[src/rtl/shift_ctrl_pkg.sv]
// shift_ctrl_pkg: state encoding and default word width shared by the serial
// shift controller and its bench.
package shift_ctrl_pkg;
    typedef enum logic [1:0] {
        IDLE  = 2'd0,
        LOAD  = 2'd1,
        SHIFT = 2'd2,
        DONE  = 2'd3
    } state_t;
    localparam int DEF_N = 16;
endpackage

[src/rtl/shift_serial_ctrl_rr_arb2.sv]
// rr_arb2: two-request round-robin pick; on a tie the requester that did not
// win last time is chosen.
module rr_arb2 (
    input  logic i_clk,
    input  logic i_rst_n,
    input  logic i_req0,
    input  logic i_req1,
    input  logic i_grant,
    output logic o_win
);
    logic r_last_owner;
    assign o_win = (i_req0 & i_req1) ? ~r_last_owner : i_req1;
    // Reset to 1 so requester 0 takes the first tie.
    always_ff @(posedge i_clk or negedge i_rst_n) begin
        if (!i_rst_n) r_last_owner <= 1'b1;
        else if (i_grant) r_last_owner <= o_win;
    end
endmodule

[src/rtl/shift_serial_ctrl.sv]
// shift_serial_ctrl: arbitrates two word requesters and sequences an external
// shift-right register to serialize the winning word LSB first.
module shift_serial_ctrl
    import shift_ctrl_pkg::*;
#(
    parameter int   N    = DEF_N,
    parameter logic FILL = 1'b0
) (
    input  logic         Clk,
    input  logic         Resetn,
    input  logic         req0,
    input  logic         req1,
    input  logic [N-1:0] data0,
    input  logic [N-1:0] data1,
    output logic         gnt0,
    output logic         gnt1,
    output logic         L,
    output logic [N-1:0] R,
    output logic         w,
    input  logic         Q0,
    output logic         sout,
    output logic         sout_valid,
    output logic         done,
    output logic         busy,
    output logic         owner
);
    localparam int CW = $clog2(N);
    state_t r_state, w_next;
    logic [CW-1:0] r_cnt;
    logic w_win, w_grant, w_last_bit;
    assign w_grant    = (r_state == IDLE) & (req0 | req1);
    assign w_last_bit = r_cnt == CW'(N - 1);
    rr_arb2 u_arb (
        .i_clk   (Clk),
        .i_rst_n (Resetn),
        .i_req0  (req0),
        .i_req1  (req1),
        .i_grant (w_grant),
        .o_win   (w_win)
    );
    always_comb begin
        w_next = r_state;
        case (r_state)
            IDLE:    w_next = w_grant ? LOAD : IDLE;
            LOAD:    w_next = SHIFT;
            SHIFT:   w_next = w_last_bit ? DONE : SHIFT;
            default: w_next = IDLE;
        endcase
    end
    always_ff @(posedge Clk or negedge Resetn) begin
        if (!Resetn) r_state <= IDLE;
        else r_state <= w_next;
    end
    // Counter stops on the last bit so it never wraps inside a transfer.
    always_ff @(posedge Clk or negedge Resetn) begin
        if (!Resetn) r_cnt <= '0;
        else if (r_state == LOAD) r_cnt <= '0;
        else if (r_state == SHIFT && !w_last_bit) r_cnt <= r_cnt + CW'(1);
    end
    always_ff @(posedge Clk or negedge Resetn) begin
        if (!Resetn) begin
            R     <= '0;
            owner <= 1'b0;
        end else if (w_grant) begin
            R     <= w_win ? data1 : data0;
            owner <= w_win;
        end
    end
    assign L          = r_state == LOAD;
    assign gnt0       = L & ~owner;
    assign gnt1       = L & owner;
    assign sout_valid = r_state == SHIFT;
    assign done       = r_state == DONE;
    assign busy       = r_state != IDLE;
    assign w          = FILL;
    assign sout       = Q0;
endmodule

[config.mk]
export PLATFORM = sky130hd
export DESIGN_NAME = shift_serial_ctrl
export DESIGN_NICKNAME = d
export VERILOG_FILES = /design/src/rtl/shift_ctrl_pkg.sv /design/src/rtl/shift_serial_ctrl_rr_arb2.sv /design/src/rtl/shift_serial_ctrl.sv
export SDC_FILE = /design/constraint.sdc
export NUM_CORES = 1
export LEC_CHECK = 0
export CORE_UTILIZATION = 37
export CTS_BUF_LIST = sky130_fd_sc_hd__clkbuf_2 sky130_fd_sc_hd__clkbuf_4 sky130_fd_sc_hd__clkbuf_8
export CTS_CLUSTER_DIAMETER = 200
export DETAILED_ROUTE_END_ITERATION = 8
export GPL_TIMING_DRIVEN = 0
export MAX_ROUTING_LAYER = met4
export PLACE_DENSITY = 0.78
export SLEW_MARGIN = 20
export SYNTH_ARGS = -nofsm -noshare
export SYNTH_HDL_FRONTEND = slang
export SYNTH_SLANG_ARGS = --single-unit
[constraint.sdc]
create_clock -name Clk -period 1.4 [get_ports Clk]
set_clock_uncertainty 0.1 [all_clocks]
set_input_delay 0.14 -clock Clk [delete_from_list [all_inputs] [get_ports Clk]]
set_output_delay 0.14 -clock Clk [all_outputs]
set_load 0.1 [all_outputs]
==> flow_results.org <==
** Setup path
- Startpoint type of the worst setup path :: flop
- The worst setup path is captured at an output pin.
- Grouping stages by cell kind, the critical path spends the most delay in flip-flops.
- Traced cell by cell, the critical path runs through inv_2, ha_4, nor2b_4, buf_12.
- Slowest cell on crit path :: sky130_fd_sc_hd__dfrtp_1
- Largest fanout on the critical path :: 5
- Worst stage delay on the critical path :: roughly 0.42 ns
- STA puts the critical path data arrival time at between 1 and 1.5 ns.
- Counting both buffers and inverters, the worst setup path holds a total of 2.
- WP data required :: ~1.2 ns
- The critical path in this run is classified as reg2out.

** Finish
- Most common cell after layout, fill and taps aside :: sky130_fd_sc_hd__clkdlybuf4s50_1
- Layout fillers :: ~250
- After the last flow step, the layout net total stands at approximately 240.
- 0 antenna diodes ended up in the layout.
- From synthesis to final layout, the design area changed by 79.0%.
- Of the cells placed in the final design, the portion with a size suffix greater than 1 is 0.344.
- After routing the design area is between 0.002 and 0.0025 mm^2.
- The library cells used most frequently in the layout, excluding fill and tap cells, are sky130_fd_sc_hd__clkdlybuf4s50_1 (34), sky130_fd_sc_hd__dfrtp_1 (21), sky130_fd_sc_hd__nand2_1 (17), sky130_fd_sc_hd__o21ai_1 (17), sky130_fd_sc_hd__clkbuf_4 (17).

** Routing
- Wire length per cell after detailed routing :: between 10 and 15 um
- The count of nets left with antenna violations once routing finished came out at 0.
- Using the TritonRoute via totals, the vias-per-cell ratio works out to approximately 4.8.
- The pre-antenna-repair detailed-routing pass consisted of 4 iterations.
- Final Routed Wirelength :: 3180 um
- After the first detailed-routing iteration, the DRC count stood at 34.
- Total via count after detailed routing :: between 1,000 and 1,500
- After detailed routing, the number of remaining DRC violations is 0.

** Clock network
- The clock net in this run drives a total of 24 sinks.
- At the later pin of the worst-skew pair, clock insertion delay measures 0.34 ns.
- CTS root buf :: sky130_fd_sc_hd__clkbuf_4
- Clock tree from TritonCTS :: yes
- Clock tree buffer depth :: 2
- Clock-pin slew was measured on the worst setup and hold paths at between 0.1 and 0.15 ns.
- CTS Buf Count :: 3
- CTS H-tree lvls :: 1

** Yosys
- Sequential area share after synthesis :: 0.498
- The number of nets in the synthesized netlist is approximately 160.
- Synthesis inferred 24 register bits.
- The synthesized netlist contains 26 unique library cells.
- Post-synthesis instance area :: 0.00121 mm^2
- Yosys printed 0 warnings.
- A synthesized cell averages between 10 and 15 um^2.
- Synthesis handed over a netlist of around 120 instances.

** Global route
- For this run, the total global-route usage over all layers was measured as 0.202.
- Global routing finished with a remaining overflow of 0.
- First-pass GRT wire length :: just under 5000 um
- The via count of the first global-routing pass came to 1,152.
- The initial antenna violation count was 0.
- Entering global routing, the biggest net connects 25 pins.

** STA
- At the pin with the least slew margin, the transition time is around 0.96 ns.
- Final setup violation count :: 21
- The count of endpoints failing hold in the final timing report came to 0.
- Ratio of final minimum period to clock period :: 1.15
- Setup repair after global routing could not meet its margin everywhere.
- For the finished layout, the period the worst path requires is about 1.6 ns.
- Maximum clock rate :: 622 MHz
- Hold timing on the final database bottoms out at a slack of around 0.21 ns.
- Sum Neg Setup Slack :: -1.57 ns
- Remaining max-slew budget at the tightest pin :: 0.366
- The number of slew-limit violations in the final report was 0.
- In the post-route analysis, the smallest setup slack over all paths is -0.207 ns.

** Placed design
- At the end of routability-driven placement, the weighted congestion stood at between 0.7 and 0.8.
- Summing all placed instances gives a cell area of roughly 0.0019 mm^2.
- Port buffering added 59 buffers.
- HPWL reported at the end of detailed placement :: ~2300 um
- Prior to clock tree synthesis, the placed netlist has a worst setup slack of -0.883 ns.

** Floorplanning
- In this run the horizontal extent of the chip is between 50 and 60 um.
- After floorplanning, the core was divided into 20 placement rows.
- The core region is 0.00308 mm^2.
- Die height :: around 59 um
- For this configuration, the core starts out at a cell density of 0.392.
- Area enclosed by the die boundary :: 0.00350 mm^2
- a little over 60 I/O pins were placed.

** Run
- The tool flagged a number of max-cap violations equal to 0.

** Run status
- Outcome :: complete, but fails checks
- The final reports fail on negative setup slack.

** Hold path
- In this run the worst hold path is classified as in2async.
cells in the mapped netlist, drive strengths merged:
cell / number / area [um^2]
a211oi: 1 / 7.51
dfrtp: 23 / 576
o21ai: 18 / 90.1
nand2: 17 / 63.8
dfstp: 1 / 26.3
mux2i: 17 / 170
mux2: 1 / 11.3
nand3: 1 / 5.00
nand4: 2 / 12.5
nor2: 2 / 7.51
a21oi: 3 / 15.0
buf: 6 / 56.3
nor3: 2 / 10.0
ha: 6 / 75.1
inv: 5 / 18.8
a21bo: 1 / 10.0
nor2b: 2 / 12.5
clkbuf: 1 / 5.00
a31oi: 2 / 12.5
conb: 1 / 3.75
and2: 1 / 6.26
nand2b: 2 / 12.5
path summary, 6_finish.rpt:
| path | start | end | slack, ns | cells past startpoint |
|---|---|---|---|---|
| max in group asynchronous | Resetn | r_state[0] | 0.59 | 2 |
| worst min register to register | R[7] | R[7] | 0.40 | 2 |
| min in group Clk | req0 | u_arb.r_last_owner | 0.31 | 2 |
| worst max register to register | r_state[1] | r_cnt[3] | -0.10 | 7 |
| worst min-delay path | Resetn | R[7] | 0.21 | 2 |
| worst max-delay path | r_state[1] | gnt0 | -0.21 | 4 |
per-layer routing:
metal / track usage / vias up / routed length, um
met5: - / - / 0
li1: - / 545 / -
met2: 0.373 / 37 / 1780
met1: 0.201 / 541 / 1250
met4: 0.0782 / 0 / 37
met3: 0.0546 / 5 / 119
final cells by class:
| cell class | instances | area, um^2 | share of cell area |
|---|---|---|---|
| Timing Repair Buffer | 73 | 734 | 0.340 |
| Inverter | 5 | 25.0 | 0.0116 |
| Clock buffer | 3 | 22.5 | 0.0104 |
| Clock inverter | 1 | 30.0 | 0.0139 |
| Sequential cell | 24 | 604 | 0.280 |
| Buffer | 7 | 82.6 | 0.0382 |
| Tap cell | 44 | 55.1 | 0.0255 |
| Multi-Input combinational cell | 79 | 607 | 0.281 |
timing repair:
item | in CTS | in global routing
hold buffers | 0 | 1
setup endpoints to repair | 43 | 42
endpoints found under the hold margin | 0 | 23
pin swaps | 3 | 5
resized for setup | 153 | 23
gates cloned | 1 | 0
setup buffers | 9 | 3
sequential cells by signal, summed over array words and instances, names as in the netlist:
register and flops:
R 16, r_cnt 4, r_state 2, owner 1
u_arb.r_last_owner 1
kinds of logic after synthesis:
family                   count (synthesis)  share of synthesized area
AND/OR/NAND/NOR                         29                      0.108
AO/OA/AOI/OAI                           25                      0.112
flip-flops                              24                      0.498
multiplexers                            18                      0.150
buffers and inverters                   12                     0.0663
adder cells (fa/ha/maj)                  6                     0.0622
other                                    1                    0.00311
stage by stage:
step,utilization,cells
floorplan,-,115
detailed placement,0.623,218
global placement,0.623,218
CTS,0.672,232
global route,0.702,236
finish,0.702,236
Power is not shown: default switching activity piles up to over one toggle a cycle in this logic, so the estimate is an artifact.
